`config.mk`:
```
export PLATFORM = sky130hd
export DESIGN_NAME = sata_fis_rx_dispatcher
export DESIGN_NICKNAME = d
export VERILOG_FILES = /design/src/rtl/sata_fis_rx_dispatcher.sv
export SDC_FILE = /design/constraint.sdc
export NUM_CORES = 1
export LEC_CHECK = 0
export ABC_CLOCK_PERIOD_IN_PS = 3570
export CORE_ASPECT_RATIO = 0.7
export CORE_MARGIN = 5
export CORE_UTILIZATION = 39
export DETAILED_ROUTE_END_ITERATION = 16
export PLACE_DENSITY_LB_ADDON = 0.12
export SETUP_SLACK_MARGIN = 0.02
export SLEW_MARGIN = 25
export SYNTH_ARGS = -nofsm -noshare
export SYNTH_HDL_FRONTEND = slang
export SYNTH_SLANG_ARGS = --single-unit
```
`constraint.sdc`:
```
create_clock -name clk -period 3.57 [get_ports clk]
set_clock_uncertainty 0.15 [all_clocks]
set_input_delay 0.5355 -clock clk [delete_from_list [all_inputs] [get_ports clk]]
set_output_delay 0.5355 -clock clk [all_outputs]
set_load 0.005 [all_outputs]
```
`src/rtl/sata_fis_rx_dispatcher.sv`:
```
// Transport-layer receive dispatcher: decodes the FIS type from the first dword of each frame and steers
// the frame to the register or data port, turns DMA Activate into a pulse, and counts discarded frames.
module sata_fis_rx_dispatcher #(
    parameter int unsigned DROP_CNT_W = 16
) (
    input  logic                  clk,
    input  logic                  reset_n,
    input  logic [31:0]           i_dat,
    input  logic                  i_val,
    input  logic                  i_eop,
    input  logic                  i_err,
    output logic                  i_rdy,
    output logic [31:0]           o_reg_dat,
    output logic                  o_reg_val,
    output logic                  o_reg_eop,
    output logic                  o_reg_err,
    input  logic                  o_reg_rdy,
    output logic [31:0]           o_dat_dat,
    output logic                  o_dat_val,
    output logic                  o_dat_eop,
    output logic                  o_dat_err,
    input  logic                  o_dat_rdy,
    output logic                  o_dmaact,
    output logic [7:0]            o_type,
    output logic [DROP_CNT_W-1:0] o_drop_cnt
);

    localparam logic [7:0] FIS_REG_D2H = 8'h34;
    localparam logic [7:0] FIS_PIO_SET = 8'h5F;
    localparam logic [7:0] FIS_SDB     = 8'hA1;
    localparam logic [7:0] FIS_DATA    = 8'h46;
    localparam logic [7:0] FIS_DMA_ACT = 8'h39;

    typedef enum logic [1:0] {
        ST_IDLE,
        ST_REG,
        ST_DAT,
        ST_DROP
    } state_t;

    typedef enum logic [1:0] {
        DST_REG,
        DST_DAT,
        DST_DMA,
        DST_DROP
    } dest_t;

    state_t state;
    state_t state_nx;
    dest_t  dest_dec;
    dest_t  dest;
    logic   xfer;
    logic   frame_start;
    logic   drop_end;
    logic   dmaact_set;

    // Type decode of the word currently presented (only meaningful as a frame start)
    always_comb begin
        dest_dec = DST_DROP;
        case (i_dat[7:0])
            FIS_REG_D2H, FIS_PIO_SET, FIS_SDB: dest_dec = DST_REG;
            FIS_DATA:                          dest_dec = DST_DAT;
            FIS_DMA_ACT:                       dest_dec = DST_DMA;
            default:                           dest_dec = DST_DROP;
        endcase
    end

    // In IDLE the word is re-decoded every cycle; mid-frame the registered state decides
    always_comb begin
        dest = DST_DROP;
        case (state)
            ST_IDLE: dest = dest_dec;
            ST_REG:  dest = DST_REG;
            ST_DAT:  dest = DST_DAT;
            default: dest = DST_DROP;
        endcase
    end

    always_comb begin
        i_rdy = 1'b1;
        case (dest)
            DST_REG: i_rdy = o_reg_rdy;
            DST_DAT: i_rdy = o_dat_rdy;
            default: i_rdy = 1'b1;
        endcase
    end

    assign xfer        = i_val & i_rdy;
    assign frame_start = xfer & (state == ST_IDLE);

    assign o_reg_dat = i_dat;
    assign o_reg_eop = i_eop;
    assign o_reg_err = i_err;
    assign o_reg_val = i_val & (dest == DST_REG);
    assign o_dat_dat = i_dat;
    assign o_dat_eop = i_eop;
    assign o_dat_err = i_err;
    assign o_dat_val = i_val & (dest == DST_DAT);

    // A multi-dword DMA Activate is malformed and is drained as a dropped frame
    assign drop_end   = xfer & i_eop &
                        ((state == ST_DROP) |
                         ((state == ST_IDLE) &
                          ((dest_dec == DST_DROP) | ((dest_dec == DST_DMA) & i_err))));
    assign dmaact_set = frame_start & i_eop & ~i_err & (dest_dec == DST_DMA);

    always_comb begin
        state_nx = state;
        case (state)
            ST_IDLE: begin
                if (xfer && !i_eop) begin
                    case (dest_dec)
                        DST_REG: state_nx = ST_REG;
                        DST_DAT: state_nx = ST_DAT;
                        default: state_nx = ST_DROP;
                    endcase
                end
            end
            default: begin
                if (xfer && i_eop) state_nx = ST_IDLE;
            end
        endcase
    end

    always_ff @(posedge clk or negedge reset_n) begin
        if (!reset_n) state <= ST_IDLE;
        else          state <= state_nx;
    end

    // Status registers: DMA pulse, last frame type, saturating drop counter
    always_ff @(posedge clk or negedge reset_n) begin
        if (!reset_n) begin
            o_dmaact   <= 1'b0;
            o_type     <= 8'h00;
            o_drop_cnt <= '0;
        end else begin
            o_dmaact <= dmaact_set;
            if (frame_start) o_type <= i_dat[7:0];
            if (drop_end && (o_drop_cnt != {DROP_CNT_W{1'b1}}))
                o_drop_cnt <= o_drop_cnt + DROP_CNT_W'(1);
        end
    end

endmodule
```
==> run summary <==
The congestion estimate from routability-driven global placement came to 0.785. The tools report the routed length on met1 as 1.95 mm. Dominant combinational cell family by area after synthesis: buffers and inverters. The highest achievable clock rate is 0.311 GHz, and the number of antenna violations at the first check in global routing is 0.

Cells with a size suffix above 1 make up 13.7% of the layout. After detailed routing, the average wire length per cell comes to 15.8 um. The average cell area after synthesis was 9.97 um^2; the arithmetic-cell share of the synthesized area counting full adders, half adders and majority gates was 0.621%. The number of I/O pins was 135; the total setup buffers inserted after CTS was 0.

The total of flip-flops plus latches after synthesis was 27. TritonCTS built the clock tree. The final hold violation count came out at 0.

No sink is reached through more buffers than the 2 on the longest clock path. The count of final setup violators is 0, and the overall die height is 70.1 um. Of the total synthesized cell area, the portion taken by AND, OR, NAND and NOR gates is 23.2%.

The routed layout has 1315 vias. The first detailed-routing pass ran for 4 iterations. After synthesis, flip-flops and latches occupy 33.5% of the total area. Kind of capture point of the worst setup path: an output pin.

The die width was 95.9 um. Of all nets on the critical path, the largest fanout is 8. The clock latency on the worst-skew pair is 0.27 ns, and the count of synthesis-stage warnings from yosys is 0. The transition time of the tightest slew-check pin is 0.624 ns.

The library cell used most frequently in the layout, excluding fill and tap cells, is sky130_fd_sc_hd__clkdlybuf4s50_1. The cell with the biggest individual delay on the critical path is sky130_fd_sc_hd__clkdlybuf4s50_1. For this design the ratio of total power to cell area is 519 nW/um^2. Entering global routing, the biggest net connects 28 pins. Counting both buffers and inverters, the worst setup path holds a total of 2.

For the number of design-rule violations left by the first detailed-router iteration, the log shows 52. The setup path with the least slack is of type input port to output pin. The final period demand of the worst path works out to 3.22 ns.

The setup total negative slack came out at 0 ns. Synthesis instantiated 39 different standard cells from the library. The most repeated library cell on the critical path was sky130_fd_sc_hd__clkdlybuf4s50_1. The repair_antennas step left the layout with diodes totalling 0. Across the run, the number of max-cap violations was 0. The tools report the total wire length as 4.21 mm.

The synthesized netlist devotes 5.65% of its cell area to XOR and XNOR gates. The CTS sink count is 27. Summed over all layers, the global routing overflow is 0. The mapped netlist covers 2010 um^2.

The core region is 4890 um^2. Counting every instance in the synthesized netlist gives 202. The layout net count is 238. The min-delay analysis places its worst path in the category flip-flop to flip-flop. In this design, the stage delay of the slowest critical-path cell is 0.52 ns. The top metal layer carrying routed signals is met4. Setup repair after global routing left no endpoint under its margin. The overall routing resource usage is 12.5%. The logs give 2.88 ns for the data required time at the worst endpoint and 244 um for the wire length on met3. The via count of the first global-routing pass was 1296.

The root buffer cell chosen for the clock tree is sky130_fd_sc_hd__clkbuf_8. Traced cell by cell, the critical path runs through clkdlybuf4s50_1 > nor4_1 > a21oi_2 > nor3_1 > a21oi_1 > clkdlybuf4s50_1. The number of hold buffers added after cts was 0; the first-pass GRT wire length was 6.73 mm. The logs give 0 for the number of max-slew violations in the final report and 0 for the remaining routing DRC violations. Arrival time reported for the critical path endpoint: 2.53 ns. Leaving out fill and tap cells, the most frequent cells in the layout are 62 x sky130_fd_sc_hd__clkdlybuf4s50_1, 27 x sky130_fd_sc_hd__dfrtp_1, 13 x sky130_fd_sc_hd__xor2_1. Depth of the CTS H-tree: 1. On the critical path the largest part of the delay comes from buffers and inverters. For the starting density of the core, the log shows 41.2%.

The detail-routed via count per cell was 4.94; the layout overhead on the synthesized area was 10.5%. The complex-gate fraction of the synthesized area was 3.48%; the worst max-slew margin expressed relative to the limit was 58.0%. The number of nets in the synthesized netlist is 242.

Remaining antenna violation count after routing: 0. In the synthesized netlist, mux cells make up 6.15% of the area. Summed over all nets, wire length on met2 after detailed routing comes to 1.76 mm.

The tools report the peak ir drop on the vdd network as 247 uV. For the placement row count, the log shows 21. The run finished with clean final reports. The clock-pin slew on the worst setup and hold paths is 0.09 ns. The period utilization was 90.1%. The count of buffers added on input and output ports is 62. At the end of the flow the core is filled with cells to 45.5%.

The run gives 0 as the number of resized instances in the post-cts repair step. The tools report the type of element launching the critical path as an input port. TritonCTS created 3 clock buffers. Summed over all cells, the static leakage comes to 0.918 nW. Fill cell instance count of the final layout: 481. Detailed placement finished with a half-perimeter wire length of 3.35 mm. The tools report the floorplan die area as 6730 um^2.
## cells in the mapped netlist
master | count | area (um^2)
sky130_fd_sc_hd__a21oi_1 | 3 | 15.0
sky130_fd_sc_hd__a21oi_2 | 1 | 8.76
sky130_fd_sc_hd__and2_1 | 2 | 12.5
sky130_fd_sc_hd__and3_1 | 4 | 25.0
sky130_fd_sc_hd__and3b_1 | 1 | 8.76
sky130_fd_sc_hd__and4_1 | 2 | 17.5
sky130_fd_sc_hd__and4b_1 | 1 | 10.0
sky130_fd_sc_hd__and4b_4 | 1 | 13.8
sky130_fd_sc_hd__and4bb_1 | 1 | 12.5
sky130_fd_sc_hd__buf_4 | 68 | 510
sky130_fd_sc_hd__buf_6 | 3 | 33.8
sky130_fd_sc_hd__clkbuf_1 | 1 | 3.75
sky130_fd_sc_hd__dfrtp_1 | 27 | 676
sky130_fd_sc_hd__ha_1 | 1 | 12.5
sky130_fd_sc_hd__inv_2 | 1 | 3.75
sky130_fd_sc_hd__mux2_1 | 2 | 22.5
sky130_fd_sc_hd__mux2_2 | 9 | 101
sky130_fd_sc_hd__nand2_1 | 9 | 33.8
sky130_fd_sc_hd__nand2b_1 | 1 | 6.26
sky130_fd_sc_hd__nand3_1 | 9 | 45.0
sky130_fd_sc_hd__nand3b_2 | 1 | 11.3
sky130_fd_sc_hd__nand3b_4 | 1 | 20.0
sky130_fd_sc_hd__nand4_1 | 4 | 25.0
sky130_fd_sc_hd__nand4b_1 | 2 | 17.5
sky130_fd_sc_hd__nor2_1 | 8 | 30.0
sky130_fd_sc_hd__nor2b_1 | 1 | 6.26
sky130_fd_sc_hd__nor3_1 | 6 | 30.0
sky130_fd_sc_hd__nor3_2 | 5 | 50.1
sky130_fd_sc_hd__nor3b_1 | 1 | 7.51
sky130_fd_sc_hd__nor4_1 | 3 | 18.8
sky130_fd_sc_hd__nor4_4 | 1 | 21.3
sky130_fd_sc_hd__nor4b_1 | 2 | 17.5
sky130_fd_sc_hd__nor4bb_1 | 2 | 20.0
sky130_fd_sc_hd__o21ai_0 | 1 | 5.00
sky130_fd_sc_hd__o21ai_2 | 1 | 8.76
sky130_fd_sc_hd__o311a_2 | 1 | 11.3
sky130_fd_sc_hd__o311a_4 | 1 | 21.3
sky130_fd_sc_hd__or3_1 | 1 | 6.26
sky130_fd_sc_hd__xor2_1 | 13 | 114
## metal layers
metal | up-vias | global-route usage [%]
li1 | 628 | -
met2 | 25 | 17.3
met1 | 617 | 17.2
met5 | - | 0
met4 | 0 | 8.99
met3 | 45 | 2.25
## layout make-up
type                    count  area, um^2  share of cell area [%]
flip-flops and latches     27         676                    30.4
multi-input cells         102         787                    35.4
inverters                   1        3.75                   0.169
clock buffers               4        45.0                    2.02
repair buffers             63         628                    28.2
well taps                  69        86.3                    3.88
## power breakdown
group	switching [mW]	internal, mW	leakage [nW]	total [mW]
combinational	0.205	0.301	0.555	0.506
clock	0.0912	0.0799	0.0228	0.171
sequential	0.0832	0.396	0.340	0.479
## kinds of logic after synthesis
group,after synthesis
AOI/OAI and AO/OA,8
adders and majority gates,1
buffers and inverters,73
and+or+nand+nor,69
muxes,11
DFF,27
xor gates and xnor gates,13
## registers in the layout, summed over array words and instances (netlist names)
| name | cells |
|---|---|
| o_type | 8 |
| o_dmaact | 1 |
| state | 2 |
| o_drop_cnt | 16 |
## path summary, 6_finish.rpt
kind / to / depth (start not counted) / slack, ns / from
min: o_drop_cnt[4]$_DFFE_PN0P_ / 1 / 0.35 / o_drop_cnt[4]$_DFFE_PN0P_
max: i_rdy / 6 / 0.35 / i_dat[0]
max reg2reg: o_drop_cnt[1]$_DFFE_PN0P_ / 5 / 1.36 / o_drop_cnt[6]$_DFFE_PN0P_
min reg2reg: o_drop_cnt[4]$_DFFE_PN0P_ / 1 / 0.35 / o_drop_cnt[4]$_DFFE_PN0P_
max in group asynchronous: o_drop_cnt[5]$_DFFE_PN0P_ / 2 / 2.52 / reset_n
min in group asynchronous: o_drop_cnt[4]$_DFFE_PN0P_ / 2 / 0.49 / reset_n
## through the flow
| step | cell area [um^2] | power, mW | setup WS (ns) | hold WS (ns) | std cells |
|---|---|---|---|---|---|
| after detailed placement | 2180 | 1.00 | 0.360 | 0.330 | 262 |
| after global placement | 2180 | 0.999 | 0.420 | 0.325 | 262 |
| final | 2230 | 1.16 | 0.353 | 0.348 | 266 |
| after global routing | 2230 | 1.23 | 0.119 | 0.369 | 266 |
| after floorplan | 2010 | 0.789 | 1.38 | 0.0899 | 202 |
| after CTS | 2230 | 1.18 | 0.362 | 0.349 | 266 |
(Power assumes the default switching activity.)
